[src/rtl/reg_mem_pkg.sv]
// Shared types and helpers for the dual-read register-file memory.
package reg_mem_pkg;

  typedef enum logic {
    INIT  = 1'b0,
    READY = 1'b1
  } rm_state_t;

  function automatic int unsigned depth_of(input int unsigned abits);
    return 32'd1 << abits;
  endfunction

endpackage

[src/rtl/reg_mem_dp_if.sv]
// Request/response bundle for reg_mem_dp: one write port, two read ports, clear.
interface reg_mem_dp_if #(
  parameter int unsigned DATA_WIDTH = 4,
  parameter int unsigned ADDR_BITS  = 3
);
  logic                  wen;
  logic [ADDR_BITS-1:0]  waddr;
  logic [DATA_WIDTH-1:0] data_in;
  logic                  ren_a;
  logic [ADDR_BITS-1:0]  raddr_a;
  logic [DATA_WIDTH-1:0] rdata_a;
  logic                  rvalid_a;
  logic                  ren_b;
  logic [ADDR_BITS-1:0]  raddr_b;
  logic [DATA_WIDTH-1:0] rdata_b;
  logic                  rvalid_b;
  logic                  clr;
  logic                  busy;
  logic                  err;

  modport master (
    output wen, waddr, data_in, ren_a, raddr_a, ren_b, raddr_b, clr,
    input  rdata_a, rvalid_a, rdata_b, rvalid_b, busy, err
  );

  modport slave (
    input  wen, waddr, data_in, ren_a, raddr_a, ren_b, raddr_b, clr,
    output rdata_a, rvalid_a, rdata_b, rvalid_b, busy, err
  );
endinterface

[src/rtl/reg_mem_sweep.sv]
// Init-sweep FSM: walks every entry after reset or clear, owns busy and the
// sweep write strobe/address.
module reg_mem_sweep
  import reg_mem_pkg::*;
#(
  parameter int unsigned ADDR_BITS = 3
) (
  input  logic                 clk,
  input  logic                 rst,
  input  logic                 clr_i,
  output logic                 busy_o,
  output logic                 swe_o,
  output logic [ADDR_BITS-1:0] saddr_o
);
  localparam logic [ADDR_BITS-1:0] LAST = ADDR_BITS'(depth_of(ADDR_BITS) - 1);

  rm_state_t            state_q;
  logic [ADDR_BITS-1:0] cnt_q;
  logic                 busy_q;

  always_ff @(posedge clk) begin
    if (rst) begin
      state_q <= INIT;
      cnt_q   <= '0;
      busy_q  <= 1'b1;
    end else begin
      case (state_q)
        INIT: begin
          if (clr_i) begin
            cnt_q <= '0;
          end else if (cnt_q == LAST) begin
            state_q <= READY;
            busy_q  <= 1'b0;
            cnt_q   <= '0;
          end else begin
            cnt_q <= cnt_q + ADDR_BITS'(1);
          end
        end
        READY: begin
          if (clr_i) begin
            state_q <= INIT;
            busy_q  <= 1'b1;
            cnt_q   <= '0;
          end
        end
        default: begin
          state_q <= INIT;
          busy_q  <= 1'b1;
          cnt_q   <= '0;
        end
      endcase
    end
  end

  // busy tracks INIT exactly, so it doubles as the sweep write strobe
  assign busy_o  = busy_q;
  assign swe_o   = busy_q;
  assign saddr_o = cnt_q;

endmodule

[src/rtl/reg_mem_dp.sv]
// Register-file memory with one write port, two registered read ports and a
// self-initialising sweep; reads are write-first against the same-cycle write.
module reg_mem_dp
  import reg_mem_pkg::*;
#(
  parameter int unsigned           DATA_WIDTH = 4,
  parameter int unsigned           ADDR_BITS  = 3,
  parameter logic [DATA_WIDTH-1:0] INIT_VAL   = '0
) (
  input  logic       clk,
  input  logic       rst,
  reg_mem_dp_if.slave bus
);
  localparam int unsigned DEPTH = depth_of(ADDR_BITS);

  logic [DATA_WIDTH-1:0] mem_q [DEPTH];

  logic                  busy, swe;
  logic [ADDR_BITS-1:0]  saddr;
  logic                  accept, err_d, err_q;
  logic                  mem_we;
  logic [ADDR_BITS-1:0]  mem_wa;
  logic [DATA_WIDTH-1:0] mem_wd;
  logic                  rvalid_a_d, rvalid_a_q, rvalid_b_d, rvalid_b_q;
  logic [DATA_WIDTH-1:0] rdata_a_d, rdata_a_q, rdata_b_d, rdata_b_q;

  reg_mem_sweep #(.ADDR_BITS(ADDR_BITS)) u_sweep (
    .clk    (clk),
    .rst    (rst),
    .clr_i  (bus.clr),
    .busy_o (busy),
    .swe_o  (swe),
    .saddr_o(saddr)
  );

  always_comb begin
    // clr outranks any access in the same cycle
    accept     = ~busy & ~bus.clr;
    err_d      = (bus.wen | bus.ren_a | bus.ren_b) & ~accept;
    mem_we     = swe | (accept & bus.wen);
    mem_wa     = swe ? saddr : bus.waddr;
    mem_wd     = swe ? INIT_VAL : bus.data_in;
    rvalid_a_d = accept & bus.ren_a;
    rvalid_b_d = accept & bus.ren_b;
    rdata_a_d  = rdata_a_q;
    rdata_b_d  = rdata_b_q;
    if (rvalid_a_d)
      rdata_a_d = (bus.wen && bus.waddr == bus.raddr_a) ? bus.data_in : mem_q[bus.raddr_a];
    if (rvalid_b_d)
      rdata_b_d = (bus.wen && bus.waddr == bus.raddr_b) ? bus.data_in : mem_q[bus.raddr_b];
  end

  always_ff @(posedge clk) begin
    if (mem_we) mem_q[mem_wa] <= mem_wd;
  end

  always_ff @(posedge clk) begin
    if (rst) begin
      rdata_a_q  <= '0;
      rdata_b_q  <= '0;
      rvalid_a_q <= 1'b0;
      rvalid_b_q <= 1'b0;
      err_q      <= 1'b0;
    end else begin
      rdata_a_q  <= rdata_a_d;
      rdata_b_q  <= rdata_b_d;
      rvalid_a_q <= rvalid_a_d;
      rvalid_b_q <= rvalid_b_d;
      err_q      <= err_d;
    end
  end

  assign bus.rdata_a  = rdata_a_q;
  assign bus.rdata_b  = rdata_b_q;
  assign bus.rvalid_a = rvalid_a_q;
  assign bus.rvalid_b = rvalid_b_q;
  assign bus.busy     = busy;
  assign bus.err      = err_q;

endmodule
[src/flat_wrapper.sv]
// flat-port wrapper written by rule: the top's interface ports become plain ports
module reg_mem_dp_flat import reg_mem_pkg::*;
#(
  parameter int unsigned           DATA_WIDTH = 4,
  parameter int unsigned           ADDR_BITS  = 3,
  parameter logic [DATA_WIDTH-1:0] INIT_VAL   = '0
)
  (clk, rst, bus_wen, bus_waddr, bus_data_in, bus_ren_a, bus_raddr_a, bus_ren_b, bus_raddr_b, bus_clr, bus_rdata_a, bus_rvalid_a, bus_rdata_b, bus_rvalid_b, bus_busy, bus_err);
  reg_mem_dp_if #(.DATA_WIDTH(DATA_WIDTH), .ADDR_BITS(ADDR_BITS)) bus_i ();
  input  logic clk;
  input  logic rst;
  input wire logic [$bits(bus_i.wen)-1:0] bus_wen;
  input wire logic [$bits(bus_i.waddr)-1:0] bus_waddr;
  input wire logic [$bits(bus_i.data_in)-1:0] bus_data_in;
  input wire logic [$bits(bus_i.ren_a)-1:0] bus_ren_a;
  input wire logic [$bits(bus_i.raddr_a)-1:0] bus_raddr_a;
  input wire logic [$bits(bus_i.ren_b)-1:0] bus_ren_b;
  input wire logic [$bits(bus_i.raddr_b)-1:0] bus_raddr_b;
  input wire logic [$bits(bus_i.clr)-1:0] bus_clr;
  output wire logic [$bits(bus_i.rdata_a)-1:0] bus_rdata_a;
  output wire logic [$bits(bus_i.rvalid_a)-1:0] bus_rvalid_a;
  output wire logic [$bits(bus_i.rdata_b)-1:0] bus_rdata_b;
  output wire logic [$bits(bus_i.rvalid_b)-1:0] bus_rvalid_b;
  output wire logic [$bits(bus_i.busy)-1:0] bus_busy;
  output wire logic [$bits(bus_i.err)-1:0] bus_err;
  assign bus_i.wen = bus_wen;
  assign bus_i.waddr = bus_waddr;
  assign bus_i.data_in = bus_data_in;
  assign bus_i.ren_a = bus_ren_a;
  assign bus_i.raddr_a = bus_raddr_a;
  assign bus_i.ren_b = bus_ren_b;
  assign bus_i.raddr_b = bus_raddr_b;
  assign bus_i.clr = bus_clr;
  assign bus_rdata_a = bus_i.rdata_a;
  assign bus_rvalid_a = bus_i.rvalid_a;
  assign bus_rdata_b = bus_i.rdata_b;
  assign bus_rvalid_b = bus_i.rvalid_b;
  assign bus_busy = bus_i.busy;
  assign bus_err = bus_i.err;
  reg_mem_dp #(.DATA_WIDTH(DATA_WIDTH), .ADDR_BITS(ADDR_BITS), .INIT_VAL(INIT_VAL)) u_core (.clk(clk), .rst(rst), .bus(bus_i));
endmodule
[config.mk]
export PLATFORM = sky130hd
export DESIGN_NAME = reg_mem_dp_flat
export DESIGN_NICKNAME = d
export VERILOG_FILES = /design/src/rtl/reg_mem_pkg.sv /design/src/rtl/reg_mem_dp_if.sv /design/src/rtl/reg_mem_sweep.sv /design/src/rtl/reg_mem_dp.sv /design/src/flat_wrapper.sv
export SDC_FILE = /design/constraint.sdc
export NUM_CORES = 1
export LEC_CHECK = 0
export CAP_MARGIN = 20
export CORE_MARGIN = 5
export CORE_UTILIZATION = 50
export DETAILED_ROUTE_END_ITERATION = 10
export PLACE_DENSITY_LB_ADDON = 0.12
export SLEW_MARGIN = 20
export SYNTH_ARGS = -nofsm -noshare
export SYNTH_HDL_FRONTEND = slang
export SYNTH_HIERARCHICAL = 1
export SYNTH_SLANG_ARGS = --single-unit
[constraint.sdc]
create_clock -name clk -period 2.4 [get_ports clk]
set_input_delay 0.48 -clock clk [delete_from_list [all_inputs] [get_ports clk]]
set_output_delay 0.48 -clock clk [all_outputs]
set_load 0.02 [all_outputs]
==> results.md <==
* Worst Reg-to-Reg Cells at 5
* Post-route ant nets at 0
* RR Startpoint: u_core/u_sweep/busy_o
* Number of fill cells at between 300 and 400
* Skew final at 0.00683 ns
* Post-synth top area share at 0.394
* Largest net degree at the start of global routing at 19
* Final Util at 0.626
* First-pass GRT wire length at approximately 8.7 mm
* Initial DRC count at approximately 130
* CP endpoint kind: flop
* Placed cells at roughly 280
* Worst R2R Setup Slack at 0.71 ns
* Die Ht at roughly 80 um
* Most common cell in the synthesized netlist: edfxtp_1
* FFs w/ async S/R, synth at 0
* Clk sinks at 48
* Fin. max-slew vios at 0
* Top post-synthesis cells by count: 32 x edfxtp_1, 16 x dfxtp_1, 12 x nor2_1
* CTS tree: yes
* Setup TNS at 0 ns
* Placed cell areas at about 2900 um2
* Most used DFF post-synth: edfxtp_1
* Status: completed
* Number of global-route vias before repair at between 1500 and 2000
* Syn Nets at ~200
* Initial Util at 0.517
* P per Cell Area at 509 nW/um2
* CP required at approximately 2.6 ns
* Final Hold Viols at 0
* Dpl hpwl at ~4.3 mm
* Leakage at ~1.0 nW
* Hold Path End: u_core/bus.rdata_a[1]
* Port Buffers at 30
* Inserted Clock Buffers at 5
* Tmin final at roughly 1.9 ns
* DRC Markers at 0
* Tot Pwr at roughly 1.5 mW
* DRT Wirelength at 5.45 mm
* FP Rows at 25
* Synth warnings at 6
* Inserted Diodes at 0
* H-tree depth at 2
* Crit start category: input port
* Clock edge transition at the registers on the reported setup and hold paths at about 0.080 ns
* Crit-path cells: clkdlybuf4s50_1, mux4_2, mux2i_1, o221ai_1
* Core Footprint at 4720 um2
* IO Pins at 31
* Synthesized flop and latch total at 48
* Die Footprint at approximately 6400 um2
* Synth Area per Inst at approximately 14 um2
* Initial antenna violation count at 0
* Worst slew pin tran at approximately 0.54 ns
* Area grow syn2layout at 21.1%
* Final nets at ~240
* DR WL/cell at roughly 19 um
* Max FO, Critical Path at 5
* Die Wd at 79.9 um
* Total vias in the final route at around 1700
* Worst Hold Depth at 2
* 1st-pass router iterations at 4
* Crit path largest cell delay at slightly below 0.7 ns
* Finished Cell Area at between 2000 and 3000 um2
* Number of gates resized after cts at 0
* Final instance count without filler cells at approximately 290
* Share of layout cells above drive strength 1 at 0.160
* Post-CTS Setup Inserts at 0
* Rel. slew slack at 0.638
* Synth Instances at ~180
* Hold-fix buffers, CTS at 0
* Detailed-route vias per instance at about 5.9
* Clock latency at the later pin of the worst-skew pair at 0.30 ns
* Total gr overflow at 0
* Worst VDD drop at around 0.27 mV
* Slowest-stage cell, CP: clkdlybuf4s50_1
* CTS root buf: clkbuf_8
* Category of the most critical setup path: input port to flop
* RSZ-0062 raised after global routing: no
* Worst min-delay path startpoint: u_core/bus.rdata_a[1]
* Overall routing resource usage at 0.184
* Post-synth EDFFs at 32
* Hold Path Class: flop to flop
* Synth area leader: edfxtp_1
* Fin crit share at 0.807
* RD Place Congestion at 0.865
* CP arrival at between 2 and 2.5 ns
* Area of the mapped netlist at roughly 2400 um2
* F_max at just over 0.5 GHz
* Setup-failing EPs final at 0
* Bufs on Longest Clock Path at 2
* Number of max-cap violations at 0
* Register area share after synthesis at 0.525
* Yosys cell types at 36
* Reg-to-reg critical path endpoint: u_core/mem_q[7][3]
* Synth top area cells: edfxtp_1 39%, dfxtp_1 13%, mux4_2 9.2%, mux4_1 6.5%, mux2i_1 3.7%
==> registers in the layout, summed over array words and instances, names as in the netlist <==
register,cells
u_core/mem_q,32
u_core/bus.rdata_a,4
u_core/bus.rdata_b,4
u_core/u_sweep/saddr_o,3
u_core/bus.err,1
u_core/bus.rvalid_a,1
u_core/bus.rvalid_b,1
u_core/u_sweep/busy_o,1
u_core/u_sweep/state_q,1
==> cell families (layout without fill, tap and decap cells) <==
kind of cell               after synthesis  in the layout  share of synthesized area
and+or+nand+nor                         60             60                      0.144
muxes                                   25             25                      0.194
DFF                                     48             48                      0.525
buffers and inverters                   14             58                     0.0395
adders and majority gates                2              2                     0.0102
AOI/OAI and AO/OA                       20             20                     0.0666
xor gates and xnor gates                 6              6                     0.0215
==> per-layer routing <==
metal | track usage | vias up | share of wire
met1 | 0.231 | 853 | 0.40
li1 | - | 776 | -
met4 | 0.0642 | 0 | 0.018
met2 | 0.310 | 53 | 0.51
met5 | 0 | - | 0
met3 | 0.0463 | 7 | 0.064
==> worst max-delay path, delay by kind of cell <==
kind                   cells  cell delay (ns)
AOI/OAI and AO/OA          1             0.15
buffers and inverters      1             0.68
muxes                      2             0.81
==> power by group <==
group / switching (mW) / total (mW) / internal (mW)
registers: 0.00752 / 0.892 / 0.885
clock network: 0.239 / 0.442 / 0.203
logic: 0.0740 / 0.171 / 0.0970
==> through the flow <==
| stage | hold slack (ns) | worst slack, ns |
|---|---|---|
| after floorplan | 0.470 | 0.593 |
| after global placement | 0.484 | 0.202 |
| after detailed placement | 0.494 | 0.133 |
| after CTS | 0.513 | 0.460 |
| after global routing | 0.566 | 0.399 |
| final | 0.513 | 0.464 |
==> cell type report <==
type	count	area (um2)	area share
flip-flops and latches	48	1280	0.433
multi-input cells	113	1060	0.360
repair buffers	46	433	0.146
well taps	67	83.8	0.0284
clock buffers	7	76.3	0.0258
inverters	4	15.0	0.00508
clock inverters	1	3.75	0.00127
==> how the worst max path moves through the flow <==
stage                          start                     to  slack, ns  depth (start not counted)
4_1_cts               bus_raddr_b[1]  u_core/bus.rdata_b[1]       0.46                          4
2_1_floorplan  u_core/u_sweep/busy_o     u_core/mem_q[2][0]       0.59                          5
6_report              bus_raddr_b[1]  u_core/bus.rdata_b[1]       0.46                          4
5_1_grt               bus_raddr_b[1]  u_core/bus.rdata_b[1]       0.40                          4
3_3_place_gp                 bus_clr  u_core/bus.rdata_a[2]       0.20                          4
3_5_place_dp          bus_raddr_b[1]  u_core/bus.rdata_b[1]       0.13                          4
==> cell usage in the layout (no fill, tap or decap), types with 2 or more instances in the layout <==
cell type / instances
nor2_1: 12
edfxtp_1: 32
ha_1: 2
mux4_1: 6
inv_1: 4
a21oi_1: 3
or4b_1: 2
nor2b_1: 7
mux4_2: 10
clkbuf_1: 2
nand4_1: 2
and2b_1: 2
or3b_2: 2
mux2i_1: 9
clkdlybuf4s50_1: 30
a31oi_1: 2
buf_4: 15
nand3b_1: 8
clkbuf_8: 5
nand2_1: 11
nor3b_1: 5
dfxtp_1: 16
a41o_1: 2
nor3_1: 5
o221ai_1: 8
xnor2_1: 6
Note: power is estimated with default switching activity, not from simulation.
